### src/rtl/key_pkg.sv
// Shared definitions for the push-button debounce front end: FSM encoding and default timing.
package key_pkg;

    typedef enum logic [1:0] {
        IDLE        = 2'd0,
        PRESS_CHK   = 2'd1,
        HELD        = 2'd2,
        RELEASE_CHK = 2'd3
    } key_fsm_e;

    // 20 ms debounce and 1 s long-press at 50 MHz
    localparam int unsigned DEF_DEBOUNCE_CYCLES = 1_000_000;
    localparam int unsigned DEF_LONG_CYCLES     = 50_000_000;
    localparam int unsigned PRESS_CNT_W         = 8;

endpackage

### src/rtl/sync_2ff.sv
// Two-flop synchroniser for a single asynchronous bit; reset level is configurable.
module sync_2ff #(
    parameter logic RESET_VAL = 1'b0
) (
    input  logic clk,
    input  logic rst_n,
    input  logic d,
    output logic q
);

    logic [1:0] sync_q;
    logic [1:0] sync_d;

    always_comb begin
        sync_d = {sync_q[0], d};
    end

    always_ff @(posedge clk or negedge rst_n) begin
        if (!rst_n) begin
            sync_q <= {2{RESET_VAL}};
        end else begin
            sync_q <= sync_d;
        end
    end

    assign q = sync_q[1];

endmodule

### src/rtl/key_debounce.sv
// Push-button conditioner: synchronise, debounce, and emit level, edge/long-press strobes and a press count.
module key_debounce
    import key_pkg::*;
#(
    parameter int unsigned DEBOUNCE_CYCLES = DEF_DEBOUNCE_CYCLES,
    parameter int unsigned LONG_CYCLES     = DEF_LONG_CYCLES,
    parameter bit          ACTIVE_LOW      = 1'b1
) (
    input  logic                   clk,
    input  logic                   rst_n,
    input  logic                   key_in,
    output logic                   key_state,
    output logic                   press_pulse,
    output logic                   release_pulse,
    output logic                   long_pulse,
    output logic [PRESS_CNT_W-1:0] press_cnt
);

    localparam int unsigned DEB_W  = $clog2(DEBOUNCE_CYCLES + 1);
    localparam int unsigned HOLD_W = $clog2(LONG_CYCLES + 1);

    localparam logic [DEB_W-1:0]  DEB_LAST  = DEB_W'(DEBOUNCE_CYCLES - 1);
    localparam logic [HOLD_W-1:0] HOLD_LAST = HOLD_W'(LONG_CYCLES - 1);
    localparam logic [HOLD_W-1:0] HOLD_MAX  = HOLD_W'(LONG_CYCLES);

    logic key_raw;
    logic key_s;

    key_fsm_e               state_q, state_d;
    logic [DEB_W-1:0]       deb_cnt_q, deb_cnt_d, deb_inc;
    logic [HOLD_W-1:0]      hold_cnt_q, hold_cnt_d;
    logic [PRESS_CNT_W-1:0] press_cnt_q, press_cnt_d;
    logic                   key_state_q, key_state_d;
    logic                   press_pulse_q, press_pulse_d;
    logic                   release_pulse_q, release_pulse_d;
    logic                   long_pulse_q, long_pulse_d;

    // Synchroniser idles at the released pin level so reset never looks like a press
    sync_2ff #(
        .RESET_VAL (ACTIVE_LOW)
    ) u_sync (
        .clk   (clk),
        .rst_n (rst_n),
        .d     (key_in),
        .q     (key_raw)
    );

    assign key_s = key_raw ^ ACTIVE_LOW;

    always_comb begin
        state_d         = state_q;
        deb_cnt_d       = deb_cnt_q;
        hold_cnt_d      = hold_cnt_q;
        press_cnt_d     = press_cnt_q;
        key_state_d     = key_state_q;
        press_pulse_d   = 1'b0;
        release_pulse_d = 1'b0;
        long_pulse_d    = 1'b0;
        deb_inc         = deb_cnt_q + DEB_W'(1);

        // Hold time keeps running through release bounce; saturation stops long_pulse repeating
        if (state_q == HELD || state_q == RELEASE_CHK) begin
            if (hold_cnt_q != HOLD_MAX) begin
                hold_cnt_d = hold_cnt_q + HOLD_W'(1);
            end
            long_pulse_d = (hold_cnt_q == HOLD_LAST);
        end

        case (state_q)
            IDLE: begin
                if (key_s) begin
                    state_d   = PRESS_CHK;
                    deb_cnt_d = '0;
                end
            end
            PRESS_CHK: begin
                if (!key_s) begin
                    state_d = IDLE;
                end else if (deb_inc == DEB_LAST) begin
                    state_d       = HELD;
                    key_state_d   = 1'b1;
                    press_pulse_d = 1'b1;
                    press_cnt_d   = press_cnt_q + PRESS_CNT_W'(1);
                    hold_cnt_d    = '0;
                end else begin
                    deb_cnt_d = deb_inc;
                end
            end
            HELD: begin
                if (!key_s) begin
                    state_d   = RELEASE_CHK;
                    deb_cnt_d = '0;
                end
            end
            RELEASE_CHK: begin
                if (key_s) begin
                    state_d = HELD;
                end else if (deb_inc == DEB_LAST) begin
                    state_d         = IDLE;
                    key_state_d     = 1'b0;
                    release_pulse_d = 1'b1;
                end else begin
                    deb_cnt_d = deb_inc;
                end
            end
            default: begin
                state_d = IDLE;
            end
        endcase
    end

    always_ff @(posedge clk or negedge rst_n) begin
        if (!rst_n) begin
            state_q         <= IDLE;
            deb_cnt_q       <= '0;
            hold_cnt_q      <= '0;
            press_cnt_q     <= '0;
            key_state_q     <= 1'b0;
            press_pulse_q   <= 1'b0;
            release_pulse_q <= 1'b0;
            long_pulse_q    <= 1'b0;
        end else begin
            state_q         <= state_d;
            deb_cnt_q       <= deb_cnt_d;
            hold_cnt_q      <= hold_cnt_d;
            press_cnt_q     <= press_cnt_d;
            key_state_q     <= key_state_d;
            press_pulse_q   <= press_pulse_d;
            release_pulse_q <= release_pulse_d;
            long_pulse_q    <= long_pulse_d;
        end
    end

    assign key_state     = key_state_q;
    assign press_pulse   = press_pulse_q;
    assign release_pulse = release_pulse_q;
    assign long_pulse    = long_pulse_q;
    assign press_cnt     = press_cnt_q;

endmodule
### config.mk
export PLATFORM = sky130hd
export DESIGN_NAME = key_debounce
export DESIGN_NICKNAME = d
export VERILOG_FILES = /design/src/rtl/key_pkg.sv /design/src/rtl/sync_2ff.sv /design/src/rtl/key_debounce.sv
export SDC_FILE = /design/constraint.sdc
export NUM_CORES = 1
export LEC_CHECK = 0
export CAP_MARGIN = 20
export CORE_MARGIN = 2
export CORE_UTILIZATION = 44
export CTS_CLUSTER_DIAMETER = 100
export DETAILED_ROUTE_END_ITERATION = 6
export GPL_TIMING_DRIVEN = 1
export SLEW_MARGIN = 20
export SYNTH_ARGS = -nofsm -noshare
export SYNTH_HDL_FRONTEND = slang
export SYNTH_HIERARCHICAL = 1
export SYNTH_SLANG_ARGS = --single-unit
### constraint.sdc
create_clock -name clk -period 5.85 [get_ports clk]
set_input_delay 0.8775 -clock clk [delete_from_list [all_inputs] [get_ports clk]]
set_output_delay 0.8775 -clock clk [all_outputs]
set_load 0.02 [all_outputs]
== Word level (Yosys, flattened, before mapping) ==
Cells that the tools add are included.
Word-level totals
  register bits: 62
  output and inout bits: 12
Operators by class
  $add $sub $neg: 3
  reduce and logical (&&, ||, !) cells: 7
  equality and inequality tests: 14
  bitwise operators: 1
  mux-type cells: 29
Operators with widths (count)
  two-way mux 26 bit: 5
  two-way mux 20 bit: 5
  case mux 20 bit (4 select lines): 1
  adder 26 x 1 -> 26 bit, second input constant: 1
  equality test 26 bit, second input constant: 1
  inequality test 26 bit, second input constant: 1
  adder 20 x 1 -> 20 bit, second input constant: 1
  equality test 20 bit, second input constant: 1
  two-way mux 2 bit: 6
  two-way mux 1 bit: 10
  adder 8 x 1 -> 8 bit, second input constant: 1
  case mux 2 bit (4 select lines): 1
  AND reduction 4 bit: 2
  inequality test 2 x 1 -> 1 bit, second input constant: 3
  inequality test 2 bit, second input constant: 3
  AND reduction 5 bit: 1
  equality test 2 bit, second input constant: 2
  inequality test 3 x 2 -> 1 bit, second input constant: 1
  inequality test 3 bit, second input constant: 1
  AND reduction 3 bit: 1
  equality test 2 x 1 -> 1 bit, second input constant: 1
  logical NOT 2 bit: 1
  case mux 1 bit (2 select lines): 1
  nonzero test 2 bit: 1
  2 further kinds: 2

== Longest topological paths before layout ==
Gate-level depths: netlist (run 1).
  word-level depth: 6
  mapped depth: 11
  depth with buffers taken out: 10

== Cells and area by module ==
The synthesis (run 1) kept the hierarchy.
Modules (own cells, without submodules)
  key_debounce: seq. area each 1501.4 um^2, area each 3268.1 um^2, cells an instance 351, times used 1
  sync_2ff: seq. area each 52.6 um^2, area each 52.6 um^2, cells an instance 2, times used 1

== Worst setup path after synthesis (run 1) ==
Ideal clock, no wire load.
  path kind: reg-to-reg
  from: register deb_cnt_q[1]
  to: register hold_cnt_q[7]
  stages on the path, launching flop included: 12
  arrival time: 2.802 ns
  library setup time: 0.119 ns
  slack: 2.929 ns
  clock period less this slack: 2.921 ns
  cell sequence: dfrtp_1 -> ha_1 -> nand3_2 -> or3_1 -> clkbuf_1 -> or3_1 -> a2111oi_2 -> nand4_2 -> inv_1 -> buf_2 -> buf_4 -> nor2_1
On the way
  cells in the longest elaborated chain, start to end: 5
RTL lines
  start: declaration: RTL line key_debounce.sv:30  | logic [DEB_W-1:0] deb_cnt_q, deb_cnt_d, deb_inc;
  start signal: assignment: RTL line key_debounce.sv:124  | deb_cnt_q <= deb_cnt_d;
  adder 20 x 1 -> 20 bit: RTL line key_debounce.sv:59  | deb_inc = deb_cnt_q + DEB_W'(1);
  equality test 20 bit: RTL line key_debounce.sv:79  | end else if (deb_inc == DEB_LAST) begin
  two-way mux 26 bit: RTL line key_debounce.sv:79
  two-way mux 26 bit: RTL line key_debounce.sv:77  | if (!key_s) begin
  two-way mux 26 bit: RTL line key_debounce.sv:69  | case (state_q)
  named net hold_cnt_d[7]: RTL line key_debounce.sv:31  | logic [HOLD_W-1:0] hold_cnt_q, hold_cnt_d;
  end signal: assignment: RTL line key_debounce.sv:125  | hold_cnt_q <= hold_cnt_d;
  end: declaration: RTL line key_debounce.sv:31
The timed path passes the listed nets, and every way through them passes these cells.
A chain may end at the register's enable or synchronous reset.

== Worst setup path in the final report (run 1) ==
  from: register deb_cnt_q[4]
  to: register press_cnt_q[4], in the netlist press_cnt[4]
On the way
  cells in the longest elaborated chain, start to end: 3
RTL lines
  adder 20 x 1 -> 20 bit: RTL line key_debounce.sv:59
  equality test 20 bit: RTL line key_debounce.sv:79
  AND reduction 3 bit (no line)
  end signal: assignment: RTL line key_debounce.sv:126  | press_cnt_q <= press_cnt_d;
  end: declaration: RTL line key_debounce.sv:32  | logic [PRESS_CNT_W-1:0] press_cnt_q, press_cnt_d;
No other way between the ends.

==> results.ini, run 1 <==
[outcome]
status=completed

[clock_network]
cts_root_buf=clkbuf_8
cts_resized=0
clock_path_buffers=2
clkTransAtPathRegs_ns=0.07
clkLatencyLatePin_ns=0.34
cts_tree=done
ctsHtreeMaxLevel=3
cts-hold-fix-buffers=0
cts_sinks=62
cts_inserted_buffers=9
cts_setup_buffers=0

[timing]
setup_tns_ns=0
rsz0062_at_grt=false
drv_slew=0
timing.slew.headroom=0.321
fmax_ghz=0.270
finalHoldViolCount=0
setup_viol=0
finClkSkew_ns=0.00981
min_period_ns=3.70
period_share=0.633
worstMarginPinSlew_ns=1.02

[layout]
layout_commonest_cell=dfrtp_1
regArea_um2=1550
fill_cells=708
area_growth_pct=11.5
multi_input_area_um2=1610
drive_gt1_frac=0.0894
final_cell_mix=60 x dfrtp_1, 36 x nand2_1, 33 x nor2_1, 21 x nand3_1
final_nets=372
num_antenna_cells=0
utilization=0.508

[yosys]
avgSynthCellArea_um2=9.41
synth_edf_count=0
ys_ff_latch=62
synth_compound_gate_area_share=0.100
syn_nets=361
syn_inst=353
synthSimpleGateAreaFrac=0.263
syn_area_um2=3320
synthAdderAreaFrac=0.0188
ys_types=54
ys_seq_area_frac=0.468
synthXorXnorAreaFrac=0.0923
ys.flop_type=dfrtp_1
synthArstFlopShare=1.00
synth_top_family_by_area=simple AND/OR/NAND/NOR gates
yosys_warnings=6
synth_mux_area_frac=0.00942

[global_routing]
grt_pass1_wl_um=11700
grt_pass1_vias=2460
antenna_found_initial=0
grt_max_degree=63
gr-total-overflow=0
grt.total_usage=0.175

[route]
first_pass_iters=4
post_drt_wl_per_cell_um=14.1
ant_nets=0
viasPerCell=5.40
routed_wirelength_um=6580
drt_iter0_drc=129
vias=2528
drc=0

[floorplan]
dieHeight_um=90.9
core_um2=7290
die-area_um2=8260
die_w_um=90.9
rows=31
initial_utilization=0.455
ios=15

[place]
place.gp.congestion=0.787
hpwlAfterDp_um=4290
numPortBuffers=14

[critical_path]
crit_chain=nand4_2, or3_1, or3_1, a2111oi_2, nand4_2, inv_1, nand4_1, xnor2_1
critPathMaxFanout=30
required_ns=6.07
critPathCaptureType=register
cpMaxStageDelayCell=inv_1
crit_type=register to register
cpPeakStageDelay_ns=0.71
startpoint_type=register
arrival_ns=3.92

[power_and_ir_drop]
p_leak_nw=1.63
power_density_nw_per_um2=232
peakVddDrop_mv=0.147
power_uw=860

[hold_path]
min_path_type=register to register

[flow_run]
maxCapViolCount=0

## worst paths after layout
| kind | slack, ns | to | cells after the start | start |
|---|---|---|---|---|
| min in group asynchronous | 0.70 | hold_cnt_q[15] | 2 | rst_n |
| max reg2reg | 2.15 | press_cnt[4] | 8 | deb_cnt_q[4] |
| max in group asynchronous | 4.63 | press_cnt[3] | 2 | rst_n |
| min | 0.36 | u_sync/sync_q[1] | 0 | u_sync/sync_q[0] |
| max | 2.15 | press_cnt[4] | 8 | deb_cnt_q[4] |
| min reg2reg | 0.36 | u_sync/sync_q[1] | 0 | u_sync/sync_q[0] |
## where the power goes
part	internal, mW	switching (mW)
registers	0.436	0.0113
clock network	0.218	0.164
logic	0.00984	0.0212
total	0.664	0.196
## synthesized netlist by cell type, drive strengths merged (3+ instances only)
| cell | number | share of area |
|---|---|---|
| nand4 | 15 | 0.032 |
| xor2 | 18 | 0.047 |
| nor3 | 13 | 0.020 |
| and3 | 5 | 0.0094 |
| a22o | 7 | 0.018 |
| a21o | 3 | 0.0072 |
| ha | 5 | 0.019 |
| nor2 | 33 | 0.037 |
| nand2 | 36 | 0.041 |
| xnor2 | 17 | 0.045 |
| nand3 | 22 | 0.035 |
| clkbuf | 6 | 0.0068 |
| a31oi | 3 | 0.0057 |
| and4 | 3 | 0.0083 |
| nor4 | 14 | 0.026 |
| buf | 10 | 0.021 |
| inv | 18 | 0.020 |
| or3 | 8 | 0.015 |
| o21ai | 12 | 0.018 |
| or4 | 3 | 0.0083 |
| nand2b | 4 | 0.0075 |
| dfrtp | 60 | 0.45 |
| o31ai | 3 | 0.0068 |
| a21oi | 8 | 0.012 |
## worst max-delay path: cells and delay by family (launching register included)
kind | cells | cell delay (ns)
and+or+nand+nor | 5 | 1.70
xor gates and xnor gates | 1 | 0.16
buffers and inverters | 1 | 0.71
DFF | 1 | 0.49
AOI/OAI and AO/OA | 1 | 0.50
## sequential cells by signal, summed over array words and instances (netlist names), named ones only
register / cells
long_pulse: 1
press_pulse: 1
key_state: 1
hold_cnt_q: 26
press_cnt: 8
u_sync/sync_q: 2
state_q: 1
deb_cnt_q: 20
release_pulse: 1
## per-stage QoR
| stage | instances | hold WS (ns) | cell area (µm²) | worst slack, ns |
|---|---|---|---|---|
| finish | 468 | 0.359 | 3700 | 2.15 |
| global route | 468 | 0.366 | 3700 | 1.75 |
| CTS | 468 | 0.360 | 3700 | 2.09 |
| detailed placement | 452 | 0.349 | 3500 | 2.12 |
| global placement | 452 | 0.348 | 3500 | 2.21 |
| floorplan | 353 | 0.345 | 3320 | 2.93 |
## kinds of logic after synthesis
group                    count (synthesis)
AO/OA/AOI/OAI                           48
multiplexers                             3
buffers and inverters                   34
adder cells (fa/ha/maj)                  5
AND/OR/NAND/NOR                        166
flip-flops                              62
XOR/XNOR                                35
## cell type report
class | count | area share
Multi-Input combinational cell | 257 | 0.434
Sequential cell | 62 | 0.420
Clock buffer | 12 | 0.0419
Timing Repair Buffer | 16 | 0.0406
Tap cell | 99 | 0.0335
Inverter | 18 | 0.0183
Clock inverter | 4 | 0.0122
## per-layer routing
metal / share of wire / vias up / track usage / wire length, µm
li1: - / 1277 / - / -
met1: 0.54 / 1207 / 0.262 / 3570
met2: 0.42 / 40 / 0.252 / 2750
met3: 0.033 / 4 / 0.0359 / 216
met4: 0.0070 / 0 / 0.0619 / 46
met5: 0 / - / 0 / 0
No activity file was read; power rests on OpenSTA's default activity.
==> run 2: changes to the inputs <==
- clock period: 5.85 -> 3 ns (I/O delays scaled with it)
==> run 2 against run 1 <==
Cell area rose by 5.7%. Critical path depth stayed put. Core utilization grew 2.9 points. Total power is 94% higher. Critical endpoint is now press_cnt[6]. Setup slack worse by 2.0 ns. Clock skew shrank 0.0036 ns. Global-route usage increased by 0.98 points. Routed wire length is 7.2% higher. Worst hold slack worse by 0.066 ns. Via count increased by 4.2%. Count of clock-buffer cells in the layout unchanged.
==> results.ini, run 2 (synthesis results as in run 1) <==
[global_routing]
top_usage_layer=met2
grt.total_usage=0.185  ; +0.00982
gr-total-overflow=0  ; unchanged
use_met1=0.270  ; +0.00843
met3_usage=0.0309  ; -0.00501
grt_pass1_vias=2525  ; +2.6%
grt_max_degree=63  ; unchanged
grt_pass1_wl_um=12200  ; +4.2%
antenna_found_initial=0  ; unchanged
met2_usage=0.275  ; +0.0230

[power_and_ir_drop]
power_density_nw_per_um2=425  ; +83%
p_seq_frac=0.522  ; +0.002
p_switching_uw=386  ; +97%
clock_power_share=0.436  ; -0.008
power_mw=1.66  ; +94%
peakVddDrop_mv=0.231  ; +57%
pwr-share-comb=0.042  ; +0.006
p_sw_frac=0.232  ; +0.00376
internal_power_mw=1.28  ; +93%
p_leak_nw=1.72  ; +5.0%

[clock_network]
cts_tree=done
cts-hold-fix-buffers=0  ; unchanged
cts_sinks=62  ; unchanged
clock_path_buffers=2  ; unchanged
clkTransAtPathRegs_ns=0.07  ; about the same
ctsHtreeMaxLevel=3  ; unchanged
clkLatencyLatePin_ns=0.33  ; about the same
cts_root_buf=clkbuf_8
cts_inserted_buffers=9  ; unchanged

[route]
ant_nets=0  ; unchanged
vias=2635  ; +4.2%
post_drt_wl_per_cell_um=14.4  ; +2.2%
drt_iter0_drc=202  ; +57%
routed_wirelength_um=7050  ; +7.2%
first_pass_iters=4  ; unchanged
viasPerCell=5.37  ; -0.65%
drc=0  ; unchanged

[layout]
design_area_um2=3910  ; +5.7%
final_nets=395  ; +6.2%
area_growth_pct=17.9
largest_reg_flops=26  ; unchanged
top_register=hold_cnt_q
drive_gt1_frac=0.148  ; +0.0585
layout_commonest_cell=dfrtp_1
final_cell_mix=59 x dfrtp_1, 36 x nand2_1, 33 x nor2_1, 24 x buf_4, 21 x nand3_1
num_antenna_cells=0  ; unchanged

[timing]
finClkSkew_ns=0.00624  ; -0.00357 ns
hold_slack_ns=0.293  ; -0.0662 ns
timing.slew.headroom=0.415  ; +0.0936
min_period_ns=2.82  ; -0.885 ns
finalHoldViolCount=0  ; unchanged
worstMarginPinSlew_ns=0.870  ; -0.145 ns
setup_viol=0  ; unchanged
period_share=0.940  ; +0.307
setup_tns_ns=0  ; unchanged
drv_slew=0  ; unchanged
fmax_ghz=0.355  ; +31%

[critical_path]
worstRegToRegCells=8  ; unchanged
startpoint_type=register
r2r_slack_ns=0.18  ; -1.97 ns
critPathCaptureType=register
crit_type=register to register
r2r-end=press_cnt[6]
rr_startpoint=deb_cnt_q[11]
arrival_ns=3.07  ; -0.85 ns
required_ns=3.25  ; -2.82 ns
critPathMaxFanout=7  ; -77%

[floorplan]
initial_utilization=0.455  ; unchanged
die_w_um=90.9  ; unchanged
dieHeight_um=90.9  ; unchanged
die-area_um2=8260  ; unchanged
rows=31  ; unchanged
core_um2=7290  ; unchanged
ios=15  ; unchanged

[place]
postPlaceCellArea_um2=3670  ; +4.9%
numPortBuffers=14  ; unchanged
place.gp.congestion=0.810  ; +2.8%
hpwlAfterDp_um=4680  ; +9.2%

[outcome]
status=completed

[flow_run]
maxCapViolCount=0  ; unchanged

[hold_path]
min_path_type=primary input to asynchronous set/reset pin

run 2: worst max-delay path, stage by stage, from the launching register on:
cell and delay [ns]:
dfrtp_1 0.40, nand4_1 0.22, or4_4 0.59, or3_1 0.32, a222oi_1 0.33, buf_4 0.20, nand4_4 0.16, nor4_2 0.33
xor2_1 0.19
run 2: how the worst max path moves through the flow:
| stage | end | cells past startpoint | slack, ns | startpoint |
|---|---|---|---|---|
| after global routing | press_cnt[7] | 8 | -0.04 | deb_cnt_q[11] |
| after global placement | press_cnt[7] | 8 | 0.07 | deb_cnt_q[8] |
| after detailed placement | press_cnt[6] | 8 | 0.01 | deb_cnt_q[0] |
| final | press_cnt[6] | 8 | 0.18 | deb_cnt_q[11] |
| after CTS | press_cnt[7] | 8 | 0.07 | deb_cnt_q[8] |
| after floorplan | hold_cnt_q[7] | 11 | 0.08 | deb_cnt_q[1] |
run 2: metrics by stage:
stage,cells,setup slack [ns],utilization
6_report,491,0.181,0.537
5_1_grt,491,-0.0380,0.537
4_1_cts,489,0.0653,0.532
3_5_place_dp,473,0.0111,0.503
3_3_place_gp,473,0.0684,0.503
2_1_floorplan,353,0.0792,-
run 2: power by group through the flow:
stage	clock (mW)	combinational (mW)	sequential, mW
3_5_place_dp	0	0.0722	0.883
4_1_cts	0.755	0.0725	0.868
6_report	0.725	0.0707	0.868
5_1_grt	0.790	0.0811	0.871
2_1_floorplan	0	0.0386	0.879
3_3_place_gp	0	0.0719	0.883
run 2: timing repair:
action,in CTS,in global routing
pin swaps,0,2
endpoints found under the setup margin,1,37
hold endpoints to repair,0,0
cloned,0,0
setup buffers,0,2
gates resized for setup,2,3
run 2: cell type report:
class                   count  area [µm²]
flip-flops and latches     62        1560
repair buffers             39         335
multi-input cells         257        1640
inverters                  18        67.6
fillers                   692        3380
well taps                  99         124
clock buffers              12         145
clock inverters             4        47.5
run 2: layer usage:
layer	share of wire	vias up	wire length [µm]
li1	-	1322	-
met1	0.52	1257	3670
met2	0.43	47	3060
met3	0.029	9	203
met4	0.016	0	116
met5	0	-	0
==> run 3: changes to the inputs <==
- CTS_CLUSTER_SIZE: default -> 20
==> results of run 3 <==
No change in the layout: final DEF, timing and power equal those of run 2.
